$ cat src/rtl/mau_pkg.sv
// Shared definitions for the memory access unit: funct3 codes, FSM encoding,
// exception causes and the access-size / alignment helpers.
package mau_pkg;

  localparam logic [2:0] F3_LB  = 3'b000;
  localparam logic [2:0] F3_LH  = 3'b001;
  localparam logic [2:0] F3_LW  = 3'b010;
  localparam logic [2:0] F3_LBU = 3'b100;
  localparam logic [2:0] F3_LHU = 3'b101;
  localparam logic [2:0] F3_SB  = 3'b000;
  localparam logic [2:0] F3_SH  = 3'b001;
  localparam logic [2:0] F3_SW  = 3'b010;

  typedef enum logic [1:0] {
    ST_IDLE      = 2'b00,
    ST_REQ       = 2'b01,
    ST_WAIT_RESP = 2'b10
  } state_t;

  localparam logic [1:0] CAUSE_NONE     = 2'b00;
  localparam logic [1:0] CAUSE_LD_MISAL = 2'b01;
  localparam logic [1:0] CAUSE_ST_MISAL = 2'b10;
  localparam logic [1:0] CAUSE_TIMEOUT  = 2'b11;

  typedef enum logic [1:0] {
    SZ_B = 2'b00,
    SZ_H = 2'b01,
    SZ_W = 2'b10
  } size_t;

  // Unsigned variants share the size of their signed twins; undefined codes act as word.
  function automatic size_t access_size(input logic [2:0] f3);
    case ({1'b0, f3[1:0]})
      F3_SB:   return SZ_B;
      F3_SH:   return SZ_H;
      F3_SW:   return SZ_W;
      default: return SZ_W;
    endcase
  endfunction

  function automatic logic misaligned(input size_t sz, input logic [1:0] off);
    case (sz)
      SZ_H:    return off[0];
      SZ_W:    return off != 2'b00;
      default: return 1'b0;
    endcase
  endfunction

endpackage

$ cat src/rtl/mau_load_align.sv
// Load result extraction: picks the addressed byte/half out of the bus word
// and sign- or zero-extends it according to funct3.
module mau_load_align
  import mau_pkg::*;
(
  input  logic [31:0] rdata_i,
  input  logic [1:0]  off_i,
  input  logic [2:0]  funct3_i,
  output logic [31:0] data_o
);

  logic [7:0]  byte_sel;
  logic [15:0] half_sel;

  always_comb begin
    byte_sel = rdata_i[{off_i, 3'b000} +: 8];
    half_sel = off_i[1] ? rdata_i[31:16] : rdata_i[15:0];
    case (funct3_i)
      F3_LB:   data_o = {{24{byte_sel[7]}}, byte_sel};
      F3_LBU:  data_o = {24'h000000, byte_sel};
      F3_LH:   data_o = {{16{half_sel[15]}}, half_sel};
      F3_LHU:  data_o = {16'h0000, half_sel};
      F3_LW:   data_o = rdata_i;
      default: data_o = rdata_i;
    endcase
  end

endmodule

$ cat src/rtl/mau_lsu.sv
// Memory access unit: captures a load/store from execute, runs the
// request/grant/response bus handshake and returns aligned load data.
module mau_lsu
  import mau_pkg::*;
#(
  parameter int RESP_TIMEOUT = 255,
  parameter int RD_W         = 5
) (
  input  logic            clk,
  input  logic            reset,
  input  logic            riscv_LOAD,
  input  logic            riscv_STORE,
  input  logic [2:0]      funct3,
  input  logic [31:0]     addr_toMAU,
  input  logic [31:0]     data_toMAU,
  input  logic [RD_W-1:0] rd_idx,
  output logic            mem_req,
  output logic            mem_we,
  output logic [31:0]     mem_addr,
  output logic [3:0]      mem_be,
  output logic [31:0]     mem_wdata,
  input  logic            mem_gnt,
  input  logic            mem_rvalid,
  input  logic [31:0]     mem_rdata,
  output logic            ld_we,
  output logic [RD_W-1:0] ld_rd,
  output logic [31:0]     ld_data,
  output logic            MAU_data_conflict,
  output logic            mau_exc,
  output logic [1:0]      mau_exc_cause
);

  localparam int              CNT_W    = 16;
  localparam logic [CNT_W-1:0] CNT_LAST = CNT_W'(RESP_TIMEOUT - 1);

  state_t            state_q, state_d;
  logic [31:0]       addr_q, addr_d;
  logic [3:0]        be_q, be_d;
  logic [31:0]       wdata_q, wdata_d;
  logic [2:0]        f3_q, f3_d;
  logic [RD_W-1:0]   rd_q, rd_d;
  logic              we_q, we_d;
  logic [CNT_W-1:0]  cnt_q, cnt_d;
  logic              ld_we_q, ld_we_d;
  logic [RD_W-1:0]   ld_rd_q, ld_rd_d;
  logic [31:0]       ld_data_q, ld_data_d;
  logic              exc_q, exc_d;
  logic [1:0]        cause_q, cause_d;

  logic        req_any, misal, misal_hit, accept, resp_hit, timeout;
  size_t       sz;
  logic [3:0]  be_new;
  logic [31:0] wdata_new;
  logic [31:0] ld_ext;

  mau_load_align u_load_align (
    .rdata_i  (mem_rdata),
    .off_i    (addr_q[1:0]),
    .funct3_i (f3_q),
    .data_o   (ld_ext)
  );

  always_comb begin
    req_any   = riscv_LOAD | riscv_STORE;
    sz        = access_size(funct3);
    misal     = misaligned(sz, addr_toMAU[1:0]);
    misal_hit = (state_q == ST_IDLE) && req_any && misal;
    accept    = (state_q == ST_IDLE) && req_any && !misal;
    resp_hit  = (state_q == ST_WAIT_RESP) && mem_rvalid;
    timeout   = (state_q == ST_WAIT_RESP) && !mem_rvalid && (cnt_q == CNT_LAST);
    // Stores replicate the datum across all lanes; byte enables pick the live one.
    case (sz)
      SZ_B: begin
        be_new    = 4'b0001 << addr_toMAU[1:0];
        wdata_new = {4{data_toMAU[7:0]}};
      end
      SZ_H: begin
        be_new    = 4'b0011 << addr_toMAU[1:0];
        wdata_new = {2{data_toMAU[15:0]}};
      end
      default: begin
        be_new    = 4'b1111;
        wdata_new = data_toMAU;
      end
    endcase
  end

  always_ff @(posedge clk or posedge reset) begin
    if (reset) state_q <= ST_IDLE;
    else       state_q <= state_d;
  end

  always_comb begin
    state_d = state_q;
    case (state_q)
      ST_IDLE:      if (accept) state_d = ST_REQ;
      ST_REQ:       if (mem_gnt) state_d = we_q ? ST_IDLE : ST_WAIT_RESP;
      ST_WAIT_RESP: if (resp_hit || timeout) state_d = ST_IDLE;
      default:      state_d = ST_IDLE;
    endcase
  end

  always_comb begin
    mem_req           = (state_q == ST_REQ);
    MAU_data_conflict = (state_q != ST_IDLE);
  end

  always_comb begin
    addr_d    = addr_q;
    be_d      = be_q;
    wdata_d   = wdata_q;
    f3_d      = f3_q;
    rd_d      = rd_q;
    we_d      = we_q;
    cnt_d     = cnt_q;
    ld_rd_d   = ld_rd_q;
    ld_data_d = ld_data_q;
    ld_we_d   = resp_hit;
    exc_d     = misal_hit || timeout;
    cause_d   = cause_q;
    if (accept) begin
      addr_d  = addr_toMAU;
      be_d    = be_new;
      wdata_d = wdata_new;
      f3_d    = funct3;
      rd_d    = rd_idx;
      we_d    = !riscv_LOAD;
    end
    if ((state_q == ST_REQ) && mem_gnt) cnt_d = '0;
    else if (state_q == ST_WAIT_RESP)   cnt_d = cnt_q + 1'b1;
    if (resp_hit) begin
      ld_rd_d   = rd_q;
      ld_data_d = ld_ext;
    end
    if (misal_hit)    cause_d = riscv_LOAD ? CAUSE_LD_MISAL : CAUSE_ST_MISAL;
    else if (timeout) cause_d = CAUSE_TIMEOUT;
  end

  always_ff @(posedge clk or posedge reset) begin
    if (reset) begin
      addr_q    <= '0;
      be_q      <= '0;
      wdata_q   <= '0;
      f3_q      <= '0;
      rd_q      <= '0;
      we_q      <= 1'b0;
      cnt_q     <= '0;
      ld_we_q   <= 1'b0;
      ld_rd_q   <= '0;
      ld_data_q <= '0;
      exc_q     <= 1'b0;
      cause_q   <= CAUSE_NONE;
    end else begin
      addr_q    <= addr_d;
      be_q      <= be_d;
      wdata_q   <= wdata_d;
      f3_q      <= f3_d;
      rd_q      <= rd_d;
      we_q      <= we_d;
      cnt_q     <= cnt_d;
      ld_we_q   <= ld_we_d;
      ld_rd_q   <= ld_rd_d;
      ld_data_q <= ld_data_d;
      exc_q     <= exc_d;
      cause_q   <= cause_d;
    end
  end

  assign mem_we        = we_q;
  assign mem_addr      = {addr_q[31:2], 2'b00};
  assign mem_be        = be_q;
  assign mem_wdata     = wdata_q;
  assign ld_we         = ld_we_q;
  assign ld_rd         = ld_rd_q;
  assign ld_data       = ld_data_q;
  assign mau_exc       = exc_q;
  assign mau_exc_cause = cause_q;

endmodule

$ cat config.mk
export PLATFORM = sky130hd
export DESIGN_NAME = mau_lsu
export DESIGN_NICKNAME = d
export VERILOG_FILES = /design/src/rtl/mau_pkg.sv /design/src/rtl/mau_load_align.sv /design/src/rtl/mau_lsu.sv
export SDC_FILE = /design/constraint.sdc
export NUM_CORES = 1
export LEC_CHECK = 0
export ABC_AREA = 1
export CAP_MARGIN = 5
export CORE_MARGIN = 10
export CORE_UTILIZATION = 50
export DETAILED_ROUTE_END_ITERATION = 6
export PLACE_DENSITY = 0.93
export SETUP_SLACK_MARGIN = 0.15
export SYNTH_ARGS = -nofsm -noshare
export SYNTH_HDL_FRONTEND = slang
export SYNTH_SLANG_ARGS = --single-unit
$ cat constraint.sdc
create_clock -name clk -period 7.7 [get_ports clk]
set_clock_uncertainty 0.15 [all_clocks]
set_input_delay 1.54 -clock clk [delete_from_list [all_inputs] [get_ports clk]]
set_output_delay 1.54 -clock clk [all_outputs]
set_load 0.01 [all_outputs]
* Word-level counts from Yosys, hierarchy flattened *
Cells that the tools add are included.

storage, ports and cells
  flip-flop bits (word level) = 136
  input port bits = 110
  output and inout bits = 112
  word-level logic and storage cells = 67

operators by class
  add/subtract/negate cells = 1
  equality and inequality tests = 12
  shifts and indexed selects = 3
  mux-type cells = 16
  bitwise logic cells = 1
  reduce and logical (&&, ||, !) cells = 21

operators by type and width
  operator               number
  $pmux 32 s4            1
  $pmux 32 s2            1
  $mux 16                3
  $shiftx 32x6->8        1
  $add 16x1->16 const B  1
  $eq 16x8->1 const B    1
  $mux 2                 7
  $pmux 4 s2             1
  $reduce_bool 2->1      4
  $logic_and 1x1->1      7
  $eq 2x1->1 const B     3
  $eq 3x3->1 const B     2
  $logic_not 2->1        3
  $pmux 2 s3             1
  $eq 2x2->1 const B     2
  $ne 2x1->1 const B     2
  $pmux 2 s2             1
  $shl 1x2->4 const A    1
  $shl 2x2->4 const A    1
  $eq 3x1->1 const B     1
  $logic_not 1->1        3
  $logic_not 3->1        1
  $reduce_and 3->1       1
  $logic_or 1x1->1       2
  3 further kinds        3

* Longest topological paths before layout *
Gate-level depths: netlist of run 1.

  depth after elaboration = 8
  gate-level depth with buffers = 9
  depth with buffers taken out = 8

* Hierarchy *
From an unflattened synthesis of run 1, not the netlist that was laid out.

unflattened totals
  cells, all modules = 895
  area total of the unflattened synthesis = 6801.5 um^2

modules (own cells, without submodules)
  module          times used  cells an instance  area an instance (um^2)  seq. area each (um^2)
  mau_lsu         1           736                5989.5                   3403.3
  mau_load_align  1           159                812.0                    0.0

* Least setup slack after synthesis of run 1 *
No wires, ideal clock.

  path type = input port to flip-flop
  from = input port addr_toMAU[0]
  to = register wdata_q[0] (netlist: mem_wdata[0])
  library setup time = 0.116 ns
  arrival = 2.417 ns
  required time = 7.434 ns
  path slack = 5.016 ns
  cell stages on the path = 7
  path buffers = 2
  cells stage by stage = or2_1 nand2_1 nand3_2 buf_4 buf_4 nand2_1 nand2_1

between the ends
  longest elaborated chain between the ends = 4

ends and longest elaborated chain
  element                line            text
  from (decl)            mau_lsu.sv:14   input logic [31:0] addr_toMAU,
  $reduce_bool 2->1      mau_pkg.sv:44   SZ_W: return off != 2'b00;
  $pmux 1 s2 (*)         mau_pkg.sv:42   case (sz)
  $logic_not 1->1 (*)    mau_lsu.sv:68   accept = (state_q == ST_IDLE) && req_any && !misal;
  $logic_and 1x1->1 (*)  mau_lsu.sv:68
  to (signal assigned)   mau_lsu.sv:156  wdata_q <= wdata_d;
  to (decl)              mau_lsu.sv:39   logic [31:0] wdata_q, wdata_d;

Mark *: on every way between the ends. The rest lies on a longest branch, timed or not.
A chain may end at the register's enable or synchronous reset.

* Worst setup path after layout of run 1 *
  from = input port funct3[1]
  to = register f3_q[1]

between the ends
  longest elaborated chain between the ends = 6
  elaborated cells between the ends (all ways) = 8
  classes of those cells = eq/ne: 3; mux: 2; reduce/logical: 3

ends and longest elaborated chain
  element                                               line            text
  from (decl)                                           mau_lsu.sv:13   input logic [2:0] funct3,
  $eq 2x1->1 / $logic_not 2->1 (equally long branches)  mau_pkg.sv:33   case ({1'b0, f3[1:0]})
  $pmux 2 s2                                            mau_pkg.sv:33
  $eq 2x2->1 / $eq 2x1->1 (equally long branches)       mau_pkg.sv:42
  $pmux 1 s2                                            mau_pkg.sv:42
  $logic_not 1->1                                       mau_lsu.sv:68
  $logic_and 1x1->1                                     mau_lsu.sv:68
  to (signal assigned)                                  mau_lsu.sv:144  f3_q <= '0;
  to (signal assigned)                                  mau_lsu.sv:157  f3_q <= f3_d;
  to (decl)                                             mau_lsu.sv:40   logic [2:0] f3_q, f3_d;

Parallel ways exist; a longest one is shown, timed or not.

==> results of run 1 <==
-- how the worst max path moves through the flow --
stage,cells past startpoint,startpoint,endpoint
2_1_floorplan,1,reset,addr_q[0]$_DFFE_PP0P_
3_3_place_gp,8,funct3[1],f3_q[1]$_DFFE_PP0P_
3_5_place_dp,8,funct3[1],f3_q[1]$_DFFE_PP0P_
4_1_cts,8,funct3[1],f3_q[1]$_DFFE_PP0P_
5_1_grt,8,funct3[1],f3_q[1]$_DFFE_PP0P_
6_report,8,funct3[1],f3_q[1]$_DFFE_PP0P_
-- layer usage --
metal,share of wire,up-vias,wire length (µm)
met1,0.38,3017,8110
met4,0.027,0,583
met2,0.47,316,10200
li1,-,3134,-
met3,0.12,45,2580
met5,0,-,0
-- stage by stage --
stage,instances,utilization,setup WS (ns)
after floorplan,897,-,2.37
after global placement,1227,0.663,2.72
after detailed placement,1227,0.663,2.69
after CTS,1259,0.712,3.13
after global routing,1259,0.712,2.76
final,1259,0.712,3.12
-- kinds of logic after synthesis --
family	count (synthesis)	share of synthesized area
other	1	0.000552
adder cells (fa/ha/maj)	2	0.00368
AO/OA/AOI/OAI	121	0.0913
flip-flops	136	0.501
buffers and inverters	144	0.107
AND/OR/NAND/NOR	491	0.295
multiplexers	1	0.00166
-- flip-flops by register name, indices dropped and copies added, names as in the netlist --
| register | cells |
|---|---|
| rd_q | 5 |
| mem_be | 4 |
| mem_we | 1 |
| mau_exc_cause | 2 |
| f3_q | 3 |
| mem_wdata | 32 |
| state_q | 2 |
| mau_exc | 1 |
| addr_q | 32 |
| ld_data | 32 |
| ld_we | 1 |
| cnt_q | 16 |
| ld_rd | 5 |
-- area by class of cell --
cell class | count | area, µm²
Clock buffer | 17 | 425
Clock inverter | 15 | 224
Fill cell | 1004 | 3830
Inverter | 75 | 287
Multi-Input combinational cell | 617 | 2680
Sequential cell | 136 | 3400
Tap cell | 176 | 220
Timing Repair Buffer | 223 | 2220
-- report_power, final --
part / internal, mW / leakage, nW / switching [mW]
combinational: 0.759 / 2.67 / 0.811
clock: 0.575 / 0.302 / 0.329
sequential: 1.02 / 1.68 / 0.209
-- worst max-delay path, cell delays in order --
cell and delay, ns:
clkdlybuf4s50_1 0.45, buf_4 0.31, nor2_8 0.11, nand2_2 0.11, nand3_4 0.72, inv_2 1.14
nand2_1 0.15, o21ai_0 0.13
-- placed cells by master (no fill, tap or decap), drive strengths merged --
master	netlist	final
a2bb2oi	1	1
clkdlybuf4s50	0	219
o21ai	54	54
nand2	377	377
dfrtp	136	136
nand4	9	9
o31ai	2	2
conb	1	2
nor2	35	35
or2	17	17
nand3b	2	2
o211ai	1	1
bufinv	0	5
o22ai	1	1
ha	2	2
nand3	45	45
clkbuf	17	17
o21bai	1	1
inv	74	76
and2	1	1
a21oi	61	61
clkinv	1	4
clkinvlp	0	5
mux2	1	1
nor3	5	5
buf	52	4
==> metrics, run 1 <==
H-tree lvl count=4; # diodes=0; first-pass GRT wire length=33700 µm; RSZ-0062 raised after global routing=no; TritonRoute pass-1 iters=5; Slew Viols, Final=0; cell accounting for the most synthesized area=dfrtp_1; Hold Startpoint=ld_rd[3]$_DFFE_PP0P_; die area=18700 µm²; R2R setup slack=4.27 ns; post-synthesis sequential area ratio=0.501; final worst path period need=4.58 ns; core area=approximately 13000 µm²; Design Power=3.71 mW; Max transition margin=0.279; Ys Warns=0; Crit Path Max Fanout=90; Skew-Pair Late Insertion Delay=roughly 0.42 ns; period utilization=0.595; Post-synth ARST share=1.00; Tot GR Track Use=0.230; Num CTS Buffers=17; RD Place Congestion=0.909; via count=6512; reg-to-reg endpoint=f3_q[1]$_DFFE_PP0P_; Worst Max-Slew Pin Slew=1.08 ns; DRC=0; crit path DAT=4.75 ns; First DRT Iteration DRCs=479; Reg-to-Reg Start=state_q[1]$_DFFE_PP0P_; port bufs=between 200 and 250; Post-Syn Instances=896; Synth Flop Type=dfrtp_1; Hold-fix buffers, CTS=0; pin count of the biggest net entering global routing=91; synthesized cell area=a little under 7000 µm²; max-cap violations=0; met3 Use GR=0.0942; met2 usage=0.369; Synth-to-Final Area Change=39.2%; Most Crowded Layer GR=met2; post-route ant nets=0; Fin. Hold Viols=0; post-CTS sizing=0; hold path cells=2; status=completed; WL per Instance=approximately 17 µm; Post-synth EDFFs=0; pwr/cell area=a little under 400 nW/µm²; root buffer cell=clkbuf_16; hold endpoint=ld_rd[3]$_DFFE_PP0P_; VDD IR-drop max=0.221 mV; CTS tree=yes; placement-stage cell area=8810 µm²; Final Cell Area=9460 µm²; cell with the most instances after synthesis=nand2_1; gr ovfl total=0; Setup crit start kind=input pin; worst reg2reg path depth=7; Yosys reg bits=approximately 140; layout cells sized above 1=0.0563; Post-CTS Setup Bufs=0; synthesized area per cell=7.59 µm²; Ports=222; met1 GRT Util=0.265; LEAKAGE=4.66 nW; Die Ht=137 µm; Vias/cell=5.17; vias in the first global route=between 6k and 7k; drt total wl=21400 µm; antenna violations before repair=0; Yosys cell types=31; Worst Path Required=7.87 ns; largest cells by area after synthesis=dfrtp_1 50%, nand2_1 21%, a21oi_1 4.5%; Hold Slack=0.324 ns; setup TNS=0 ns; top post-synthesis cells by count=376 x nand2_1, 136 x dfrtp_1, 71 x inv_1, 61 x a21oi_1, 45 x o21ai_0; # clock sinks=136; Initial Utilization=0.511; Hold Crit Class=reg -> reg; CTS clk-pin slew, worst paths=around 0.06 ns; DP HPWL=15100 µm; clock tree buffer depth=2; Final Setup Violations=0; final net count=1182; Die Wd=about 140 µm; num rows=42; top-area cell type share of the netlist area=0.501; f_max=218 MHz; WS Path Type=in -> reg; Crit. End Element=flip-flop
Power figures use the tool's default switching activity.
==> run 2: changes to the inputs <==
--- a/config.mk
+++ b/config.mk
@@ -8,9 +8,9 @@
 export ABC_AREA = 1
 export CAP_MARGIN = 5
 export CORE_MARGIN = 10
-export CORE_UTILIZATION = 50
+export CORE_UTILIZATION = 47
 export DETAILED_ROUTE_END_ITERATION = 6
-export PLACE_DENSITY = 0.93
+export PLACE_DENSITY = 0.89
 export SETUP_SLACK_MARGIN = 0.15
 export SYNTH_ARGS = -nofsm -noshare
 export SYNTH_HDL_FRONTEND = slang
==> constraint.sdc (replaced) <==
create_clock -name clk -period 4.3 [get_ports clk]
set_clock_uncertainty 0.15 [all_clocks]
set_input_delay 0.86 -clock clk [delete_from_list [all_inputs] [get_ports clk]]
set_output_delay 0.86 -clock clk [all_outputs]
set_load 0.01 [all_outputs]
==> metrics, run 2 (synthesized netlist as in run 1, its figures left out) <==
status=completed; vias in the first global route=6549 (+0.43%); f_max=332 MHz; period utilization=0.700; die area=19700 µm² (+5.4%); VDD IR-drop max=0.430 mV (+94%); num rows=43 (+2.4%); Slew Viols, Final=0 (unchanged); CTS tree=yes; post-CTS sizing=0 (unchanged); placement-stage cell area=8850 µm² (+0.47%); final worst path period need=approximately 3.0 ns; max-cap violations=0 (unchanged); Crit Path Max Fanout=89 (-1.1%); layout cells sized above 1=0.0598 (+0.00347); final net count=1187 (+0.42%); Initial Utilization=0.484 (-0.0272); crit path DAT=3.09 ns (-1.66 ns); pin count of the biggest net entering global routing=90 (-1.1%); Final Cell Area=9550 µm² (+0.97%); DP HPWL=15200 µm (+0.26%); Ports=222 (unchanged); Skew-Pair Late Insertion Delay=0.41 ns (about the same); antenna violations before repair=0 (unchanged); pwr/cell area=705 nW/µm² (+80%); Hold-fix buffers, CTS=0 (unchanged); # clock sinks=136 (unchanged); Setup crit start kind=input pin; Critical-path top delay cell=buf_4; Final Setup Violations=0 (unchanged); Net Sw Frac=0.351 (-0.0130); RSZ-0062 raised after global routing=no; Die Ht=140 µm (+2.7%); Synth-to-Final Area Change=40.5%; post-route ant nets=0 (unchanged); TritonRoute pass-1 iters=5 (unchanged); crit-path cells=clkdlybuf4s50_1 -> buf_4 -> nor2_8 -> nand2_2 -> nand3_4 -> buf_4 -> o21ai_0; WL per Instance=16.3 µm (-4.5%); H-tree lvl count=4 (unchanged); port bufs=219 (unchanged); Num CTS Buffers=17 (unchanged); WS Path Type=in -> reg; commonest non-fill, non-tap cell in the layout=nand2_1; LEAKAGE=4.72 nW (+1.3%); root buffer cell=clkbuf_16; Worst Max-Slew Pin Slew=0.914 ns (-0.168 ns); Comb pwr share=0.419 (-0.005); Crit. End Element=flip-flop; DRC=0 (unchanged); Post-CTS Setup Bufs=0 (unchanged); gr ovfl total=0 (unchanged); via count=6432 (-1.2%); Worst Path Buf+Inv=3 (unchanged); RD Place Congestion=0.929 (+2.2%); CTS clk-pin slew, worst paths=0.05 ns (about the same); register share of total power=0.326 (-0.006); setup TNS=0 ns (unchanged); clock power share=0.255 (+0.011); First DRT Iteration DRCs=331 (-31%); Int Pwr=4.37 mW (+85%); Vias/cell=5.08 (-1.9%); Worst Path Required=4.38 ns (-3.49 ns); CP peak stage delay=0.68 ns (-0.46 ns); Die Wd=140 µm (+2.7%); first-pass GRT wire length=33300 µm (-1.3%); switching power=2.37 mW (+75%); Top Family by Delay on Critical Path=buffers and inverters; commonest non-fill, non-tap cells in the layout=376 x nand2_1, 219 x clkdlybuf4s50_1, 136 x dfrtp_1; drt total wl=20600 µm (-3.9%); Hold Crit Class=reg -> reg; most frequent cell on the critical path=buf_4; Max transition margin=0.391 (+0.112); clock tree buffer depth=2 (unchanged); Fin. Hold Viols=0 (unchanged); # diodes=0 (unchanged); Tot GR Track Use=0.207 (-0.0226); core area=14000 µm² (+5.6%)
-- run 2: per-stage QoR --
stage,utilization,cells,total power [mW],worst slack (ns),hold slack [ns]
6_report,0.680,1267,6.74,1.29,0.320
3_5_place_dp,0.630,1236,5.03,0.868,0.313
2_1_floorplan,-,897,3.74,1.60,0.299
4_1_cts,0.680,1267,6.79,1.30,0.327
3_3_place_gp,0.630,1236,4.94,0.981,0.305
5_1_grt,0.680,1267,7.19,1.14,0.341
-- run 2: layer usage --
| metal | global-route usage | wire (µm) | share of wire |
|---|---|---|---|
| met3 | 0.0828 | 2070 | 0.10 |
| met4 | 0.0891 | 511 | 0.025 |
| met5 | 0 | 0 | 0 |
| met1 | 0.241 | 8410 | 0.41 |
| met2 | 0.330 | 9610 | 0.47 |
-- run 2: layout make-up --
cell class	instances	area [µm²]
Clock inverter	12	246
Sequential cell	136	3400
Clock buffer	19	453
Timing Repair Buffer	228	2260
Tap cell	180	225
Multi-Input combinational cell	617	2680
Fill cell	1119	4490
Inverter	75	285
-- run 2: worst register-to-register path, delay by kind of cell, from the launching register on --
| kind | cells | cell delay [ns] |
|---|---|---|
| simple gates | 6 | 1.15 |
| flops | 1 | 0.80 |
| buf+inv | 2 | 0.30 |
-- run 2: final timing paths --
| path | from | end | slack, ns | cells past startpoint |
|---|---|---|---|---|
| min in group asynchronous | reset | ld_data[2]$_DFFE_PP0P_ | 0.91 | 3 |
| max reg2reg | addr_q[1]$_DFFE_PP0P_ | ld_data[23]$_DFFE_PP0P_ | 1.83 | 8 |
| min reg2reg | ld_rd[2]$_DFFE_PP0P_ | ld_rd[2]$_DFFE_PP0P_ | 0.32 | 2 |
| min | ld_rd[2]$_DFFE_PP0P_ | ld_rd[2]$_DFFE_PP0P_ | 0.32 | 2 |
| max | funct3[1] | mem_we$_DFFE_PP0P_ | 1.29 | 7 |
| max in group asynchronous | reset | mem_wdata[9]$_DFFE_PP0P_ | 2.44 | 3 |
-- run 2: power by group through the flow --
stage          Clock (mW)  Sequential (mW)  Combinational, mW
6_report             1.72             2.19               2.83
3_3_place_gp            0             2.17               2.77
2_1_floorplan           0             2.28               1.46
3_5_place_dp            0             2.19               2.84
5_1_grt              1.80             2.26               3.13
4_1_cts              1.74             2.19               2.86
==> run 3: changes to the inputs <==
--- a/config.mk
+++ b/config.mk
@@ -8,9 +8,9 @@
 export ABC_AREA = 1
 export CAP_MARGIN = 5
 export CORE_MARGIN = 10
-export CORE_UTILIZATION = 47
+export CORE_UTILIZATION = 42
 export DETAILED_ROUTE_END_ITERATION = 6
-export PLACE_DENSITY = 0.89
+export PLACE_DENSITY = 0.84
 export SETUP_SLACK_MARGIN = 0.15
 export SYNTH_ARGS = -nofsm -noshare
 export SYNTH_HDL_FRONTEND = slang
==> constraint.sdc (replaced) <==
create_clock -name clk -period 2.5 [get_ports clk]
set_clock_uncertainty 0.15 [all_clocks]
set_input_delay 0.5 -clock clk [delete_from_list [all_inputs] [get_ports clk]]
set_output_delay 0.5 -clock clk [all_outputs]
set_load 0.01 [all_outputs]
==> metrics, run 3 (synthesized netlist as in run 1, its figures left out) <==
status=completed; switching power=4.16 mW (+76%); via count=6450 (+0.28%); first-pass GRT wire length=34300 µm (+2.9%); Crit. End Element=primary output; Worst Path Required=1.85 ns (-2.53 ns); DRC=0 (unchanged); post-CTS sizing=0 (unchanged); gr ovfl total=0 (unchanged); layout cells sized above 1=0.0743 (+0.0145); Worst Max-Slew Pin Slew=0.704 ns (-0.210 ns); Setup crit start kind=flip-flop; FILL cells=1405 (+26%); # diodes=0 (unchanged); final worst path period need=2.23 ns; Final Setup Violations=0 (unchanged); Net Sw Frac=0.370 (+0.0189); Num CTS Buffers=17 (unchanged); RD Place Congestion=0.869 (-6.5%); port bufs=219 (unchanged); # clock sinks=136 (unchanged); Max transition margin=0.530 (+0.139); register share of total power=0.331 (+0.005); root buffer cell=clkbuf_16; RSZ-0062 raised after global routing=no; pin count of the biggest net entering global routing=54 (-40%); Skew-Pair Late Insertion Delay=0.43 ns (+0.02 ns); crit path DAT=1.58 ns (-1.51 ns); clock power share=0.225 (-0.030); f_max=approximately 450 MHz; TritonRoute pass-1 iters=6 (+1); Comb pwr share=0.444 (+0.025); period utilization=0.893; pwr/cell area=1160 nW/µm² (+65%); antenna violations before repair=0 (unchanged); Crit Path Max Fanout=3 (-97%); CTS clk-pin slew, worst paths=0.06 ns (about the same); WS Path Type=reg -> out; commonest non-fill, non-tap cell in the layout=nand2_1; WL per Instance=16.1 µm (-1.3%); DP HPWL=15900 µm (+4.7%); post-route ant nets=0 (unchanged); Die Ht=147 µm (+5.0%); H-tree lvl count=4 (unchanged); core area=15900 µm² (+13%); VDD IR-drop max=0.612 mV (+42%); drt total wl=21200 µm (+2.9%); Slew Viols, Final=0 (unchanged); die area=21700 µm² (+10%); register area=3400 µm² (unchanged); vias in the first global route=6514 (-0.53%); Die Wd=147 µm (+5.0%); Vias/cell=4.89 (-3.7%); Hold Crit Class=in -> async; Synth-to-Final Area Change=42.4%; max-cap violations=0 (unchanged); Fin. Hold Viols=0 (unchanged); Post-CTS Setup Bufs=0 (unchanged); First DRT Iteration DRCs=540 (+63%); clock tree buffer depth=2 (unchanged); post-layout util=0.609 (-0.0710); Tot GR Track Use=0.196 (-0.0114); area occupied by multi-input gates=2680 µm² (unchanged); Ports=222 (unchanged); final net count=1203 (+1.3%); CTS tree=yes; Int Pwr=7.09 mW (+62%); Hold-fix buffers, CTS=0 (unchanged); commonest non-fill, non-tap cells in the layout=376 x nand2_1, 219 x clkdlybuf4s50_1, 136 x dfrtp_1; Initial Utilization=0.428 (-0.0562); setup TNS=0 ns (unchanged); num rows=46 (+7.0%); LEAKAGE=4.77 nW (+1.1%)
==> run 3: area by class of cell <==
type | instances | area share
Clock inverter | 12 | 0.0136
Inverter | 75 | 0.0295
Timing Repair Buffer | 244 | 0.252
Clock buffer | 20 | 0.0482
Multi-Input combinational cell | 617 | 0.277
Sequential cell | 136 | 0.352
Tap cell | 216 | 0.0279
==> run 3: routing by layer <==
metal	vias to the layer above	global-route usage	wire length, µm
li1	3180	-	-
met3	41	0.0648	1650
met5	-	0	0
met2	231	0.321	10400
met1	2998	0.227	8570
met4	0	0.0902	593
==> run 3: power groups by stage <==
stage | Clock (mW) | Sequential [mW] | Combinational, mW
4_1_cts | 2.58 | 3.73 | 5.07
3_3_place_gp | 0 | 3.72 | 4.94
2_1_floorplan | 0 | 3.92 | 2.51
3_5_place_dp | 0 | 3.74 | 5.04
6_report | 2.53 | 3.73 | 5.00
5_1_grt | 2.66 | 3.85 | 5.56
==> run 3: critical path, stage by stage (launching register included) <==
cell and delay [ns]:
dfrtp_1 0.34, inv_1 0.06, nand2_1 0.17, clkdlybuf4s50_1 0.58
==> run 3: stage by stage <==
stage                     worst slack (ns)  power [mW]  instances  cell area, µm²  hold slack, ns
final                                0.269        11.3       1320            9680           0.314
after detailed placement            0.0456        8.78       1288            9080           0.308
after global routing                 0.179        12.1       1320            9680           0.349
after global placement               0.104        8.66       1288            9080           0.302
after CTS                            0.238        11.4       1320            9680           0.324
after floorplan                      0.157        6.43        897            6800           0.299
==> run 3: path summary, 6_finish.rpt <==
| kind | startpoint | to | slack [ns] | depth (start not counted) |
|---|---|---|---|---|
| max | state_q[0]$_DFFE_PP0P_ | MAU_data_conflict | 0.27 | 3 |
| min | reset | addr_q[30]$_DFFE_PP0P_ | 0.31 | 2 |
| max reg2reg | addr_q[1]$_DFFE_PP0P_ | ld_data[16]$_DFFE_PP0P_ | 0.60 | 7 |
| min reg2reg | ld_rd[4]$_DFFE_PP0P_ | ld_rd[4]$_DFFE_PP0P_ | 0.32 | 2 |
| max in group asynchronous | reset | mau_exc$_DFF_PP0_ | 1.32 | 3 |
| min in group clk | ld_rd[4]$_DFFE_PP0P_ | ld_rd[4]$_DFFE_PP0P_ | 0.32 | 2 |
